`config.mk`:
```
export PLATFORM = sky130hd
export DESIGN_NAME = master_bridge_async_fifo_wr_bank_flat
export DESIGN_NICKNAME = d
export VERILOG_FILES = /design/src/rtl/master_bridge_async_fifo_wr_bank_if.sv /design/src/rtl/master_bridge_async_fifo_wr_bank.sv /design/src/flat_wrapper.sv
export SDC_FILE = /design/constraint.sdc
export NUM_CORES = 1
export LEC_CHECK = 0
export ABC_AREA = 0
export CORE_MARGIN = 2
export CORE_UTILIZATION = 51
export CTS_BUF_LIST = sky130_fd_sc_hd__clkbuf_2
export CTS_CLUSTER_SIZE = 14
export DETAILED_ROUTE_END_ITERATION = 8
export PLACE_DENSITY = 0.7
export SYNTH_ARGS = -nofsm -noshare
export SYNTH_HDL_FRONTEND = slang
export SYNTH_SLANG_ARGS = --single-unit
```
`constraint.sdc`:
```
create_clock -name CLK -period 3.6 [get_ports CLK]
set_input_delay 0.54 -clock CLK [delete_from_list [all_inputs] [get_ports CLK]]
set_output_delay 0.54 -clock CLK [all_outputs]
set_load 0.03 [all_outputs]
```
`src/rtl/master_bridge_async_fifo_wr_bank_if.sv`:
```
// Write-bank bus: write request, read-side pointer/data exchange and per-channel status.
// Pointer vectors are packed [NUM_CH-1:0][PW-1:0], so channel 0 sits in the LSBs.
interface master_bridge_async_fifo_wr_bank_if #(
  parameter int DATA_WIDTH = 8,
  parameter int ADDR_WIDTH = 3,
  parameter int NUM_CH     = 2
);
  localparam int CH_W = (NUM_CH > 1) ? $clog2(NUM_CH) : 1;
  localparam int PW   = ADDR_WIDTH + 1;

  logic                           i_wr_valid;
  logic [CH_W-1:0]                i_wr_ch;
  logic [DATA_WIDTH-1:0]          i_wr_data;
  logic [NUM_CH-1:0][PW-1:0]      i_rd_gray_ptr;
  logic [CH_W-1:0]                i_rd_ch;
  logic [ADDR_WIDTH-1:0]          i_rd_addr;
  logic [DATA_WIDTH-1:0]          o_rd_data;
  logic [NUM_CH-1:0][PW-1:0]      o_wr_gray_ptr;
  logic [NUM_CH-1:0]              o_full;
  logic [NUM_CH-1:0]              o_almost_full;
  logic [NUM_CH-1:0]              o_ovf_err;

  modport slave (
    input  i_wr_valid, i_wr_ch, i_wr_data, i_rd_gray_ptr, i_rd_ch, i_rd_addr,
    output o_rd_data, o_wr_gray_ptr, o_full, o_almost_full, o_ovf_err
  );

  modport master (
    output i_wr_valid, i_wr_ch, i_wr_data, i_rd_gray_ptr, i_rd_ch, i_rd_addr,
    input  o_rd_data, o_wr_gray_ptr, o_full, o_almost_full, o_ovf_err
  );
endinterface

```
`src/rtl/master_bridge_async_fifo_wr_bank.sv`:
```
// Write-domain half of the multi-channel async FIFO: one circular queue per channel,
// each with its own storage slice, Gray write pointer, read-pointer synchroniser and flags.
module master_bridge_async_fifo_wr_bank_ch #(
  parameter int DATA_WIDTH   = 8,
  parameter int ADDR_WIDTH   = 3,
  parameter int SYNC_STAGES  = 2,
  parameter int AFULL_THRESH = 6
) (
  input  logic                  CLK,
  input  logic                  i_w_n_rst,
  input  logic                  i_wr_en,
  input  logic [DATA_WIDTH-1:0] i_wr_data,
  input  logic [ADDR_WIDTH:0]   i_rd_gray,
  input  logic [ADDR_WIDTH-1:0] i_rd_addr,
  output logic [DATA_WIDTH-1:0] o_rd_data,
  output logic [ADDR_WIDTH:0]   o_wr_gray,
  output logic                  o_full,
  output logic                  o_almost_full,
  output logic                  o_ovf_err
);
  localparam int PW    = ADDR_WIDTH + 1;
  localparam int DEPTH = 1 << ADDR_WIDTH;

  logic [DEPTH-1:0][DATA_WIDTH-1:0]  mem_q, mem_d;
  logic [PW-1:0]                     wbin_q, wbin_d, wgray_q, wgray_d;
  logic [SYNC_STAGES-1:0][PW-1:0]    sync_q, sync_d;
  logic [PW-1:0]                     rsync_bin, fill;
  logic                              full_q, full_d, afull_q, afull_d, ovf_q, ovf_d;
  logic                              accept;

  function automatic logic [PW-1:0] gray2bin(input logic [PW-1:0] g);
    logic [PW-1:0] b;
    b[PW-1] = g[PW-1];
    for (int i = PW - 2; i >= 0; i--) b[i] = b[i+1] ^ g[i];
    return b;
  endfunction

  always_comb begin
    accept = i_wr_en && !full_q;
    mem_d  = mem_q;
    if (accept) mem_d[wbin_q[ADDR_WIDTH-1:0]] = i_wr_data;
    wbin_d  = wbin_q + {{(PW-1){1'b0}}, accept};
    wgray_d = wbin_d ^ (wbin_d >> 1);
    sync_d[0] = i_rd_gray;
    for (int i = 1; i < SYNC_STAGES; i++) sync_d[i] = sync_q[i-1];
    // Flags look at the post-update write pointer so full lands on the DEPTH-th write's edge.
    // fill == DEPTH is the same test as Gray(wptr) == rsync with its top two bits inverted.
    rsync_bin = gray2bin(sync_q[SYNC_STAGES-1]);
    fill      = wbin_d - rsync_bin;
    full_d    = (fill == PW'(DEPTH));
    afull_d   = (fill >= PW'(AFULL_THRESH));
    ovf_d     = ovf_q | (i_wr_en && full_q);
  end

  always_ff @(posedge CLK or negedge i_w_n_rst) begin
    if (!i_w_n_rst) begin
      mem_q   <= '0;
      wbin_q  <= '0;
      wgray_q <= '0;
      sync_q  <= '0;
      full_q  <= 1'b0;
      afull_q <= 1'b0;
      ovf_q   <= 1'b0;
    end else begin
      mem_q   <= mem_d;
      wbin_q  <= wbin_d;
      wgray_q <= wgray_d;
      sync_q  <= sync_d;
      full_q  <= full_d;
      afull_q <= afull_d;
      ovf_q   <= ovf_d;
    end
  end

  assign o_rd_data     = mem_q[i_rd_addr];
  assign o_wr_gray     = wgray_q;
  assign o_full        = full_q;
  assign o_almost_full = afull_q;
  assign o_ovf_err     = ovf_q;
endmodule

module master_bridge_async_fifo_wr_bank #(
  parameter int DATA_WIDTH   = 8,
  parameter int ADDR_WIDTH   = 3,
  parameter int NUM_CH       = 2,
  parameter int SYNC_STAGES  = 2,
  parameter int AFULL_THRESH = 6
) (
  input  logic CLK,
  input  logic i_w_n_rst,
  master_bridge_async_fifo_wr_bank_if.slave bus
);
  localparam int CH_W = (NUM_CH > 1) ? $clog2(NUM_CH) : 1;
  localparam int PW   = ADDR_WIDTH + 1;

  logic [NUM_CH-1:0][DATA_WIDTH-1:0] ch_rd_data;
  logic [NUM_CH-1:0][PW-1:0]         ch_wr_gray;
  logic [NUM_CH-1:0]                 ch_full, ch_afull, ch_ovf;
  logic [DATA_WIDTH-1:0]             rd_data;

  // Channel codes >= NUM_CH match no instance, so such writes are silently dropped.
  for (genvar c = 0; c < NUM_CH; c++) begin : g_ch
    master_bridge_async_fifo_wr_bank_ch #(
      .DATA_WIDTH  (DATA_WIDTH),
      .ADDR_WIDTH  (ADDR_WIDTH),
      .SYNC_STAGES (SYNC_STAGES),
      .AFULL_THRESH(AFULL_THRESH)
    ) u_ch (
      .CLK          (CLK),
      .i_w_n_rst    (i_w_n_rst),
      .i_wr_en      (bus.i_wr_valid && (bus.i_wr_ch == CH_W'(c))),
      .i_wr_data    (bus.i_wr_data),
      .i_rd_gray    (bus.i_rd_gray_ptr[c]),
      .i_rd_addr    (bus.i_rd_addr),
      .o_rd_data    (ch_rd_data[c]),
      .o_wr_gray    (ch_wr_gray[c]),
      .o_full       (ch_full[c]),
      .o_almost_full(ch_afull[c]),
      .o_ovf_err    (ch_ovf[c])
    );
  end

  always_comb begin
    rd_data = '0;
    for (int c = 0; c < NUM_CH; c++)
      if (bus.i_rd_ch == CH_W'(c)) rd_data = ch_rd_data[c];
  end

  assign bus.o_rd_data     = rd_data;
  assign bus.o_wr_gray_ptr = ch_wr_gray;
  assign bus.o_full        = ch_full;
  assign bus.o_almost_full = ch_afull;
  assign bus.o_ovf_err     = ch_ovf;
endmodule
```
`src/flat_wrapper.sv`:
```
// flat-port wrapper written by rule: the top's interface ports become plain ports
module master_bridge_async_fifo_wr_bank_flat 
#(
  parameter int DATA_WIDTH   = 8,
  parameter int ADDR_WIDTH   = 3,
  parameter int NUM_CH       = 2,
  parameter int SYNC_STAGES  = 2,
  parameter int AFULL_THRESH = 6
)
  (CLK, i_w_n_rst, bus_i_wr_valid, bus_i_wr_ch, bus_i_wr_data, bus_i_rd_gray_ptr, bus_i_rd_ch, bus_i_rd_addr, bus_o_rd_data, bus_o_wr_gray_ptr, bus_o_full, bus_o_almost_full, bus_o_ovf_err);
  master_bridge_async_fifo_wr_bank_if #(.DATA_WIDTH(DATA_WIDTH), .ADDR_WIDTH(ADDR_WIDTH), .NUM_CH(NUM_CH)) bus_i ();
  input  logic CLK;
  input  logic i_w_n_rst;
  input wire logic [$bits(bus_i.i_wr_valid)-1:0] bus_i_wr_valid;
  input wire logic [$bits(bus_i.i_wr_ch)-1:0] bus_i_wr_ch;
  input wire logic [$bits(bus_i.i_wr_data)-1:0] bus_i_wr_data;
  input wire logic [$bits(bus_i.i_rd_gray_ptr)-1:0] bus_i_rd_gray_ptr;
  input wire logic [$bits(bus_i.i_rd_ch)-1:0] bus_i_rd_ch;
  input wire logic [$bits(bus_i.i_rd_addr)-1:0] bus_i_rd_addr;
  output wire logic [$bits(bus_i.o_rd_data)-1:0] bus_o_rd_data;
  output wire logic [$bits(bus_i.o_wr_gray_ptr)-1:0] bus_o_wr_gray_ptr;
  output wire logic [$bits(bus_i.o_full)-1:0] bus_o_full;
  output wire logic [$bits(bus_i.o_almost_full)-1:0] bus_o_almost_full;
  output wire logic [$bits(bus_i.o_ovf_err)-1:0] bus_o_ovf_err;
  assign bus_i.i_wr_valid = bus_i_wr_valid;
  assign bus_i.i_wr_ch = bus_i_wr_ch;
  assign bus_i.i_wr_data = bus_i_wr_data;
  assign bus_i.i_rd_gray_ptr = bus_i_rd_gray_ptr;
  assign bus_i.i_rd_ch = bus_i_rd_ch;
  assign bus_i.i_rd_addr = bus_i_rd_addr;
  assign bus_o_rd_data = bus_i.o_rd_data;
  assign bus_o_wr_gray_ptr = bus_i.o_wr_gray_ptr;
  assign bus_o_full = bus_i.o_full;
  assign bus_o_almost_full = bus_i.o_almost_full;
  assign bus_o_ovf_err = bus_i.o_ovf_err;
  master_bridge_async_fifo_wr_bank #(.DATA_WIDTH(DATA_WIDTH), .ADDR_WIDTH(ADDR_WIDTH), .NUM_CH(NUM_CH), .SYNC_STAGES(SYNC_STAGES), .AFULL_THRESH(AFULL_THRESH)) u_core (.CLK(CLK), .i_w_n_rst(i_w_n_rst), .bus(bus_i));
endmodule
```
==> impl_metrics.json <==
{
  "outcome": "complete, no violations",
  "final_nets": 543,
  "worst_slew_pin_slew_ns": 0.827,
  "seq_area_frac_synth": 0.553,
  "hold_class": "input port to flip-flop",
  "cts-buffers-inserted": 17,
  "grt_pass1_vias": 4363,
  "grt_max_degree": 93,
  "holdPathStages": 1,
  "grt_pass1_wl_mm": 23.3,
  "place_congestion": 0.789,
  "cp_cell_sequence": "clkdlybuf4s50_1 > buf_12 > mux4_2 > mux4_2 > clkdlybuf4s50_1",
  "vias": 4028,
  "coreArea_sq_mm": 0.0144,
  "synth.most_common_cell": "dfrtp_1",
  "p_clk_frac": 0.155,
  "avgSynthCellArea_sq_um": 16.0,
  "rsz0062_at_grt": "no",
  "track_usage": 0.196,
  "dp_hpwl_mm": 9.69,
  "ys_ff_latch": 164,
  "cts_tree": "done",
  "synth.top_cell.area_share": 0.553,
  "worst_clock_skew_ns": 0.0267,
  "port_buffers": 45,
  "viasPerCell": 5.70,
  "postCtsSetupRepairBufs": 0,
  "fin_crit_ns": 3.32,
  "crit_type": "input port to output port",
  "synth_edf_count": 0,
  "synth_area_sq_mm": 0.00742,
  "wl_mm": 14.0,
  "switching_share": 0.319,
  "reg2reg_depth": 8,
  "switchingPower_uw": 2150,
  "relSlewSlack": 0.449,
  "dieArea_sq_mm": 0.0155,
  "initial_core_util": 0.516,
  "drive_gt1_frac": 0.439,
  "clock-root-buffer": "clkbuf_2",
  "yosysWarnings": 0,
  "ios": 46,
  "period_share": 0.921,
  "startpoint_type": "input port",
  "combPwrFrac": 0.389,
  "crit_arrival_ns": 2.78,
  "synthesis.instances": 463,
  "max_stage_delay_ns": 0.61,
  "die_x_microns": 125,
  "yosysUniqueCellTypes": 40,
  "clock_tree.buffer_depth": 2,
  "synth.area.top_cells": "dfrtp_1 55%, mux2_2 19%, mux4_2 12%, ha_1 1.7%, xnor2_1 1.3%",
  "fmax_mhz": 302,
  "clock_latency_ns": 0.70,
  "overflow": 0,
  "drv_cap": 0,
  "crit_path_top_delay_cell": "clkdlybuf4s50_1",
  "rows": 44,
  "endpoint_kind": "output port",
  "fillers": 1134,
  "async_reset_ff_frac": 1.00,
  "critPathMaxFanout": 32,
  "setup_viol_count_final": 0,
  "clock_sinks": 164,
  "drc": 0,
  "peakVddDrop_mv": 0.562,
  "power_uw": 6740,
  "drt_first_pass_iters": 5,
  "synthFlopType": "dfrtp_1",
  "worstPathRequired_ns": 3.06,
  "avgRoutedWirePerCell_microns": 19.8,
  "htreeDepth": 4,
  "grt_antenna_before_repair": 1,
  "clkTransAtPathRegs_ns": 0.21,
  "netlist_top_cells_count": "164 x dfrtp_1, 128 x mux2_2, 40 x mux4_2",
  "area.growth.synth_to_final_pct": 12.1,
  "ant_nets": 0,
  "power_density_mw_per_mm2": 810,
  "die_height_microns": 125,
  "synth_nets": 497,
  "drt_iter0_drc": 201,
  "internal_power_uw": 4590,
  "hold_viol": 0,
  "p_seq_frac": 0.456,
  "hold_slack_ns": 0.248,
  "drv_slew": 0,
  "yosysTopAreaCell": "dfrtp_1",
  "p_leak_uw": 0.00365
}
[power by group through the flow]
stage	logic, uW	clock network, uW	registers (uW)
floorplan	1980	0	3030
CTS	2650	1080	3070
finish	2620	1050	3070
global placement	2530	0	3050
detailed placement	2640	0	3110
global route	2830	1170	3170
[sequential cells by signal, indices dropped and copies added, names as in the netlist]
register	flops
u_core.g_ch.u_ch.mem_q	128
u_core.g_ch.u_ch.sync_d	8
u_core.g_ch.u_ch.wbin_q	8
u_core.g_ch.u_ch.o_wr_gray	6
u_core.g_ch.u_ch.sync_q	6
u_core.g_ch.u_ch.o_almost_full	2
u_core.g_ch.u_ch.o_full	2
u_core.g_ch.u_ch.o_ovf_err	2
u_core.g_ch.u_ch.rsync_bin	2
[placed cells by master, fill, tap and decap left out, types with 3 or more instances in the layout]
cell / instances
buf_4: 14
clkdlybuf4s50_1: 39
mux4_2: 40
mux2_2: 128
bufinv_16: 4
a31o_2: 3
xor2_1: 9
nor2b_1: 3
dfrtp_1: 164
nor2_1: 5
ha_1: 10
clkinv_2: 5
nand3_1: 3
inv_1: 16
clkbuf_2: 19
xnor2_1: 11
clkinv_1: 3
nand2_1: 9
[stage by stage]
step / setup WS [ns] / instance area [sq um] / util / instances / setup TNS, ns
floorplan: 0.634 / 7420 / - / 463 / 0
global placement: 0.107 / 8050 / 0.560 / 673 / 0
detailed placement: -0.0257 / 8050 / 0.560 / 673 / -0.0257
CTS: 0.248 / 8310 / 0.579 / 706 / 0
global route: 0.206 / 8320 / 0.579 / 707 / 0
finish: 0.285 / 8320 / 0.579 / 707 / 0
[cell families after synthesis]
logic type	count (synthesis)	share of synthesized area
XOR/XNOR	24	0.0366
AO/OA/AOI/OAI	14	0.0175
AND/OR/NAND/NOR	36	0.0310
buffers and inverters	47	0.0287
flip-flops	164	0.553
multiplexers	168	0.316
adder cells (fa/ha/maj)	10	0.0169
[worst max-delay path, delay by kind of cell]
kind                   cells  cell delay (ns)
buffers and inverters      3             1.35
multiplexers               2             0.86
[worst paths after layout]
kind	end	slack (ns)	startpoint
worst max-delay path	bus_o_rd_data[0]	0.28	bus_i_rd_addr[1]
worst min-delay path	u_core.g_ch[1].u_ch.sync_d[4]	0.25	bus_i_rd_gray_ptr[4]
worst max register to register	u_core.g_ch[0].u_ch.o_full	0.70	u_core.g_ch[0].u_ch.o_full
worst min register to register	u_core.g_ch[1].u_ch.sync_q[5]	0.36	u_core.g_ch[1].u_ch.sync_d[5]
max in group asynchronous	u_core.g_ch[1].u_ch.mem_q[1]	2.26	i_w_n_rst
min in group asynchronous	u_core.g_ch[1].u_ch.mem_q[0]	0.46	i_w_n_rst
[per-layer routing]
metal,wire (microns),global-route usage
met4,280,0.0747
met2,7030,0.317
met5,0,0
met3,367,0.0387
met1,6350,0.266
[cell type report]
type | count | area [sq um] | area share
flip-flops and latches | 164 | 4100 | 0.493
repair buffers | 58 | 562 | 0.0675
well taps | 184 | 230 | 0.0277
clock inverters | 13 | 164 | 0.0197
inverters | 16 | 60.1 | 0.00722
multi-input cells | 252 | 3100 | 0.373
clock buffers | 19 | 95.1 | 0.0114
diodes | 1 | 2.50 | 0.000301
[timing repair]
item / 4_1_cts / 5_1_grt
resized for setup: 0 / 0
hold buffers: 1 / 0
endpoints found under the hold margin: 89 / 0
(Power assumes the default switching activity.)
